$ cat src/rtl/trace_replay_controller.sv
// Replays a branch trace from the trace ROM through a predictor handshake.
// Emits one training update per branch and keeps saturating hit/miss counters.
module trace_replay_controller #(
  parameter int unsigned ADDRESS_SIZE           = 8,
  parameter int unsigned TRAINING_DATA_SIZE     = 3898078,
  parameter int unsigned INSTRUCTION_INDEX_SIZE = $clog2(TRAINING_DATA_SIZE),
  parameter int unsigned COUNT_WIDTH            = 32
) (
  input  logic                              Clk,
  input  logic                              reset,
  input  logic                              start,
  output logic [INSTRUCTION_INDEX_SIZE-1:0] InstructionNumber,
  input  logic [ADDRESS_SIZE-1:0]           TraceAddress,
  input  logic                              TraceResult,
  output logic                              PredReq,
  output logic [ADDRESS_SIZE-1:0]           PredAddress,
  input  logic                              PredValid,
  input  logic                              PredTaken,
  output logic                              UpdateValid,
  output logic [ADDRESS_SIZE-1:0]           UpdateAddress,
  output logic                              UpdateTaken,
  output logic                              UpdateMispredict,
  output logic                              Busy,
  output logic                              Done,
  output logic [COUNT_WIDTH-1:0]            CorrectCount,
  output logic [COUNT_WIDTH-1:0]            MispredictCount
);

  localparam logic [INSTRUCTION_INDEX_SIZE-1:0] LAST_INDEX =
    INSTRUCTION_INDEX_SIZE'(TRAINING_DATA_SIZE - 1);

  typedef enum logic [2:0] {
    ST_IDLE   = 3'd0,
    ST_FETCH  = 3'd1,
    ST_LATCH  = 3'd2,
    ST_REQ    = 3'd3,
    ST_UPDATE = 3'd4,
    ST_DONE   = 3'd5
  } state_e;

  state_e                            state_q, state_d;
  logic [INSTRUCTION_INDEX_SIZE-1:0] instr_q, instr_d;
  logic [ADDRESS_SIZE-1:0]           pred_addr_q, pred_addr_d;
  logic                              outcome_q, outcome_d;
  logic                              pred_req_q, pred_req_d;
  logic                              upd_valid_q, upd_valid_d;
  logic [ADDRESS_SIZE-1:0]           upd_addr_q, upd_addr_d;
  logic                              upd_taken_q, upd_taken_d;
  logic                              upd_misp_q, upd_misp_d;
  logic                              busy_q, busy_d;
  logic                              done_q, done_d;
  logic [COUNT_WIDTH-1:0]            correct_q, correct_d;
  logic [COUNT_WIDTH-1:0]            misp_cnt_q, misp_cnt_d;

  // Next state and registered-output values; status flags are decoded from state_d.
  always_comb begin
    state_d     = state_q;
    instr_d     = instr_q;
    pred_addr_d = pred_addr_q;
    outcome_d   = outcome_q;
    upd_addr_d  = upd_addr_q;
    upd_taken_d = upd_taken_q;
    upd_misp_d  = upd_misp_q;
    correct_d   = correct_q;
    misp_cnt_d  = misp_cnt_q;

    case (state_q)
      ST_IDLE, ST_DONE: begin
        if (start) begin
          instr_d    = '0;
          correct_d  = '0;
          misp_cnt_d = '0;
          state_d    = ST_FETCH;
        end
      end
      ST_FETCH: state_d = ST_LATCH;
      ST_LATCH: begin
        pred_addr_d = TraceAddress;
        outcome_d   = TraceResult;
        state_d     = ST_REQ;
      end
      ST_REQ: begin
        if (PredValid) begin
          upd_addr_d  = pred_addr_q;
          upd_taken_d = outcome_q;
          upd_misp_d  = (PredTaken != outcome_q);
          state_d     = ST_UPDATE;
        end
      end
      ST_UPDATE: begin
        // Saturating statistics: hold at all-ones rather than wrap.
        if (upd_misp_q) begin
          if (misp_cnt_q != '1) misp_cnt_d = misp_cnt_q + COUNT_WIDTH'(1);
        end else begin
          if (correct_q != '1) correct_d = correct_q + COUNT_WIDTH'(1);
        end
        if (instr_q == LAST_INDEX) begin
          state_d = ST_DONE;
        end else begin
          instr_d = instr_q + INSTRUCTION_INDEX_SIZE'(1);
          state_d = ST_FETCH;
        end
      end
      default: state_d = ST_IDLE;
    endcase

    pred_req_d  = (state_d == ST_REQ);
    upd_valid_d = (state_d == ST_UPDATE);
    busy_d      = (state_d != ST_IDLE) && (state_d != ST_DONE);
    done_d      = (state_d == ST_DONE);
  end

  always_ff @(posedge Clk or negedge reset) begin
    if (!reset) begin
      state_q     <= ST_IDLE;
      instr_q     <= '0;
      pred_addr_q <= '0;
      outcome_q   <= 1'b0;
      pred_req_q  <= 1'b0;
      upd_valid_q <= 1'b0;
      upd_addr_q  <= '0;
      upd_taken_q <= 1'b0;
      upd_misp_q  <= 1'b0;
      busy_q      <= 1'b0;
      done_q      <= 1'b0;
      correct_q   <= '0;
      misp_cnt_q  <= '0;
    end else begin
      state_q     <= state_d;
      instr_q     <= instr_d;
      pred_addr_q <= pred_addr_d;
      outcome_q   <= outcome_d;
      pred_req_q  <= pred_req_d;
      upd_valid_q <= upd_valid_d;
      upd_addr_q  <= upd_addr_d;
      upd_taken_q <= upd_taken_d;
      upd_misp_q  <= upd_misp_d;
      busy_q      <= busy_d;
      done_q      <= done_d;
      correct_q   <= correct_d;
      misp_cnt_q  <= misp_cnt_d;
    end
  end

  assign InstructionNumber = instr_q;
  assign PredReq           = pred_req_q;
  assign PredAddress       = pred_addr_q;
  assign UpdateValid       = upd_valid_q;
  assign UpdateAddress     = upd_addr_q;
  assign UpdateTaken       = upd_taken_q;
  assign UpdateMispredict  = upd_misp_q;
  assign Busy              = busy_q;
  assign Done              = done_q;
  assign CorrectCount      = correct_q;
  assign MispredictCount   = misp_cnt_q;

endmodule

$ cat config.mk
export PLATFORM = sky130hd
export DESIGN_NAME = trace_replay_controller
export DESIGN_NICKNAME = d
export VERILOG_FILES = /design/src/rtl/trace_replay_controller.sv
export SDC_FILE = /design/constraint.sdc
export NUM_CORES = 1
export LEC_CHECK = 0
export CAP_MARGIN = 20
export CORE_ASPECT_RATIO = 1.4
export CORE_MARGIN = 2
export CORE_UTILIZATION = 56
export CTS_CLUSTER_SIZE = 8
export DETAILED_ROUTE_END_ITERATION = 7
export GPL_TIMING_DRIVEN = 0
export HOLD_SLACK_MARGIN = 0.12
export PLACE_DENSITY = 0.93
export SLEW_MARGIN = 20
export SYNTH_ARGS = -nofsm -noshare
export SYNTH_HDL_FRONTEND = slang
export SYNTH_SLANG_ARGS = --single-unit
$ cat constraint.sdc
create_clock -name Clk -period 6.79 [get_ports Clk]
set_input_delay 1.358 -clock Clk [delete_from_list [all_inputs] [get_ports Clk]]
set_output_delay 1.358 -clock Clk [all_outputs]
set_load 0.02 [all_outputs]
# Word-level counts from Yosys, hierarchy flattened
# Index checks and enable logic that the tools add are counted.
totals:
  regBits: 112
  in_bits: 14
  wordCells: 58
op_classes:
  n_addsub: 3
  n_eq_ne: 19
  mux: 14
  reduce_logical: 9
op_table:
  columns: ["op", "n"]
  rows:
  - ["$mux 32", 5]
  - ["$pmux 32 s2", 2]
  - ["$add 32x1->32 const B", 2]
  - ["$ne 32x32->1 const B", 2]
  - ["$mux 22", 2]
  - ["$pmux 22 s2", 1]
  - ["$add 22x1->22 const B", 1]
  - ["$eq 22x22->1 const B", 1]
  - ["$pmux 3 s5", 1]
  - ["$eq 3x3->1 const B", 4]
  - ["$ne 2x2->1 const B", 6]
  - ["$eq 3x2->1 const B", 3]
  - ["$mux 3", 3]
  - ["$reduce_and 4->1", 2]
  - ["$eq 3x1->1 const B", 1]
  - ["$logic_not 3->1", 1]
  - ["$ne 3x3->1 const B", 1]
  - ["$reduce_and 3->1", 1]
  - ["$reduce_bool 3->1", 1]
  - ["$reduce_and 2->1", 1]
  - ["$reduce_bool 2->1", 1]
  - ["$reduce_or 2->1", 1]
  - ["$logic_and 1x1->1", 1]
  - ["$ne 1x1->1", 1]

# Longest topological paths before layout
depth:
  ltp_word: 5
  mapped_depth: 9
  mapped_depth_nobuf: 6

# Least setup slack after synthesis
# OpenSTA, ideal clock, no wires.
synth_path:
  path_type: "input port to flip-flop"
  startpoint: "input port start"
  endpoint: "register correct_q[2], in the netlist CorrectCount[2]"
  t_arrival_ns: 2.619
  t_required_ns: 6.680
  slack_ns: 4.061
  path_stages: 7
  path_buffers: 3
  path_cell_list: "maj3_1 -> clkbuf_1 -> nand3_1 -> buf_2 -> buf_2 -> o311ai_0 -> o41ai_1"
synth_via:
  elab_chain_cells: 2
synth_lines:
  columns: ["element", "line", "text"]
  rows:
  - ["from (decl)", "11", "input logic start,"]
  - ["$ne 2x2->1 (no source line)", null, null]
  - ["$reduce_and 4->1 (no source line)", null, null]
  - ["to (signal assigned)", "140", "correct_q <= correct_d;"]
  - ["to (decl)", "52", "logic [COUNT_WIDTH-1:0] correct_q, correct_d;"]
# No other way between the ends.
# A chain may end at the register's enable or synchronous reset.

# Worst setup path after layout
layout_path:
  startpoint: "input port start"
  endpoint: "register misp_cnt_q[25], in the netlist MispredictCount[25]"
layout_via:
  elab_chain_cells: 2
layout_lines:
  columns: ["element", "line", "text"]
  rows:
  - ["$ne 2x2->1 (no source line)", null, null]
  - ["$reduce_and 4->1 (no source line)", null, null]
  - ["to (signal assigned)", "141", "misp_cnt_q <= misp_cnt_d;"]
  - ["to (decl)", "53", "logic [COUNT_WIDTH-1:0] misp_cnt_q, misp_cnt_d;"]
# No other way between the ends.

==> flow_metrics.env <==
export IMPL_ys_warn_count=0
export IMPL_grt_max_degree=58
export IMPL_synth_edf_count=0
export IMPL_setup_viol=0
export IMPL_clock_latency_ns=0.36
export IMPL_final_layout_size_suffix_gt1_share_pct=7.99
export IMPL_place_hpwl_microns=14000
export IMPL_tritoncts="done"
export IMPL_worstMarginPinSlew_ns=0.900
export IMPL_cts_buffers=9
export IMPL_yosysUniqueCellTypes=61
export IMPL_cts_root_buffer="clkbuf_16"
export IMPL_ir_drop_mv=0.323
export IMPL_fmax_mhz=270
export IMPL_fin_crit_sh_pct=54.6
export IMPL_wl_per_cell_microns=21.8
export IMPL_synth_top_area_share_pct=45.0
export IMPL_cap_violations=0
export IMPL_cts_hold_buf=0
export IMPL_slew_violations=0
export IMPL_rsz0062_at_grt="no"
export IMPL_p_seq_share_pct=38.8
export IMPL_syn_area_sq_mm=0.00622
export IMPL_dr_pass1_iters=5
export IMPL_endpoint_kind="register"
export IMPL_grt_pass1_vias=6398
export IMPL_ys_flop_type="dfrtp_1"
export IMPL_dpl_cell_area_sq_mm=0.00764
export IMPL_die_area_sq_mm=0.0120
export IMPL_utilization_pct=73.0
export IMPL_cp_required_ns=6.99
export IMPL_grt_overflow=0
export IMPL_io_pins=122
export IMPL_async_reset_ff_share_pct=100
export IMPL_post_cts_buffers=0
export IMPL_period_needed_ns=3.71
export IMPL_cp_arrival_ns=3.90
export IMPL_core_area_sq_mm=0.0109
export IMPL_area_growth_pct=27.5
export IMPL_avgSynthCellArea_sq_um=9.57
export IMPL_synthCells=650
export IMPL_antenna_found_initial=0
export IMPL_wirelength_microns=20200
export IMPL_switching_share_pct=40.3
export IMPL_die_y_microns=129
export IMPL_synthTopCellsByArea="dfrtp_1 45%, o31ai_1 4.0%, nand3_1 3.9%"
export IMPL_synthesis_nets=668
export IMPL_p_leak_uw=0.00318
export IMPL_num_vias=6388
export IMPL_start_util_pct=57.3
export IMPL_power_density_mw_per_mm2=294
export IMPL_fin_area_sq_mm=0.00793
export IMPL_cts_resized=0
export IMPL_via_per_inst=6.88
export IMPL_nNetsFinal=801
export IMPL_p_sw_uw=941
export IMPL_hold_viol_final=0
export IMPL_ys_seq_area_share_pct=45.0
export IMPL_clockBufferDepth=2
export IMPL_grt_usage_pct=33.9
export IMPL_synth_area_leader_cell="dfrtp_1"
export IMPL_crit_type="input pin to register"
export IMPL_hp_class="register to register"
export IMPL_cp_start_kind="input pin"
export IMPL_cp_max_fo=10
export IMPL_power_frac_comb_pct=38.2
export IMPL_htreeDepth=3
export IMPL_ys_ff_latch=112
export IMPL_place_gp_congestion=0.955
export IMPL_grt_pass1_wl_microns=32100
export IMPL_postRouteAntennaNets=0
export IMPL_path_clk_slew_ns=0.08
export IMPL_port_buffers=121
export IMPL_skew_ns=0.0101
export IMPL_fin_tns_setup_ns=0
export IMPL_first_iter_violations=694
export IMPL_n_fill_cell=753
export IMPL_status="complete, no violations"
export IMPL_drc=0
export IMPL_diodes=0
export IMPL_cts_sinks=112
export IMPL_num_rows=45
export IMPL_die_width_microns=93.1
export IMPL_p_int_uw=1390
export IMPL_relSlewSlack_pct=39.5
export IMPL_power_frac_clock_pct=23.0
==> logic make-up after synthesis <==
group                      after synthesis  share of synthesized area, %
xor gates and xnor gates                 6                         0.844
muxes                                   35                          5.99
buffers and inverters                   57                          3.96
adders and majority gates                5                         0.965
DFF                                    112                          45.0
AOI/OAI and AO/OA                      161                          17.6
and+or+nand+nor                        274                          25.6
==> flip-flops by register name, indices dropped and copies added, names as in the netlist <==
| signal | cells |
|---|---|
| UpdateAddress | 8 |
| MispredictCount | 32 |
| outcome_q | 1 |
| Done | 1 |
| PredReq | 1 |
| CorrectCount | 32 |
| PredAddress | 8 |
| state_q | 3 |
| Busy | 1 |
| InstructionNumber | 22 |
| UpdateMispredict | 1 |
| UpdateValid | 1 |
| UpdateTaken | 1 |
==> stage by stage <==
stage          hold slack [ns]  total power (uW)  instances  setup WS, ns
2_1_floorplan            0.521              1370        650          4.06
3_3_place_gp             0.489              1740        912         0.137
3_5_place_dp             0.490              1780        913          2.80
4_1_cts                  0.511              2310        929          3.18
5_1_grt                  0.538              2420        929          2.98
6_report                 0.509              2330        929          3.08
==> cell type report <==
cell class / count / area (sq um) / area share [%]
repair buffers: 122 / 1240 / 15.6
inverters: 14 / 52.6 / 0.662
well taps: 141 / 176 / 2.22
clock buffers: 9 / 225 / 2.84
plain buffers: 43 / 194 / 2.44
clock inverters: 7 / 68.8 / 0.867
multi-input cells: 481 / 3170 / 40.0
flip-flops and latches: 112 / 2800 / 35.3
==> layout by cell type (no fill, tap or decap), drive strengths merged, types with 3 or more instances in the layout <==
| master | n |
|---|---|
| nor2 | 20 |
| o21bai | 3 |
| or4 | 18 |
| and2 | 11 |
| mux2i | 17 |
| o21ai | 30 |
| ha | 4 |
| or3 | 6 |
| mux2 | 18 |
| clkbuf | 34 |
| and4 | 20 |
| a21oi | 24 |
| nand4 | 21 |
| dfrtp | 112 |
| a211o | 3 |
| o41ai | 7 |
| inv | 19 |
| nand3 | 51 |
| nand4b | 3 |
| nand2 | 59 |
| and3 | 15 |
| buf | 20 |
| o311ai | 9 |
| nor3 | 14 |
| xor2 | 4 |
| clkdlybuf4s50 | 120 |
| nand2b | 17 |
| a31oi | 25 |
| nor3b | 3 |
| nor4 | 11 |
| o211ai | 7 |
| o31ai | 33 |
==> critical path, cell delays in order <==
cell,delay (ns)
clkdlybuf4s50_1,0.52
maj3_1,0.23
clkbuf_1,0.46
nand3_1,0.42
nor2_1,0.73
a31oi_1,0.18
==> Yosys cell counts (3+ instances only) <==
master and n:
dfrtp_1 112, nand2_1 59, nand3_1 49, o31ai_1 33, o21ai_0 30, a31oi_1 25
clkbuf_1 25, a21oi_1 24, nand4_1 21, and4_1 20, nor2_1 20, mux2_2 18
mux2i_1 17, nand2b_1 17, or4_1 16, and3_1 14, inv_1 14, nor3_1 14
and2_1 11, buf_2 11, o311ai_0 9, nor4_1 8, o211ai_1 7, o41ai_1 7
or3_1 6, ha_1 4, xor2_1 4, a211o_1 3, buf_1 3, buf_4 3
nand4b_1 3, o21bai_1 3
==> routing by layer <==
metal	share of wire, %	track usage [%]
met1	36	39.2
met2	49	57.3
met3	9.4	7.20
met4	5.6	20.9
met5	0	0
==> worst paths after layout <==
check                                         from                    to  slack (ns)  cells past startpoint
worst max-delay path                         start   MispredictCount[25]        3.08                      6
worst min-delay path              UpdateAddress[2]      UpdateAddress[2]        0.51                      1
worst max register to register  MispredictCount[1]   MispredictCount[16]        3.93                      7
worst min register to register    UpdateAddress[2]      UpdateAddress[2]        0.51                      1
max in group asynchronous                    reset      CorrectCount[14]        5.14                      2
min in group asynchronous                    reset  InstructionNumber[6]        0.97                      1
==> power groups by stage <==
| stage | clock network (uW) | registers (uW) | logic [uW] |
|---|---|---|---|
| 6_report | 537 | 905 | 890 |
| 2_1_floorplan | 0 | 1010 | 358 |
| 3_3_place_gp | 0 | 901 | 839 |
| 3_5_place_dp | 0 | 912 | 870 |
| 5_1_grt | 560 | 920 | 936 |
| 4_1_cts | 534 | 901 | 877 |
(Power assumes the default switching activity.)
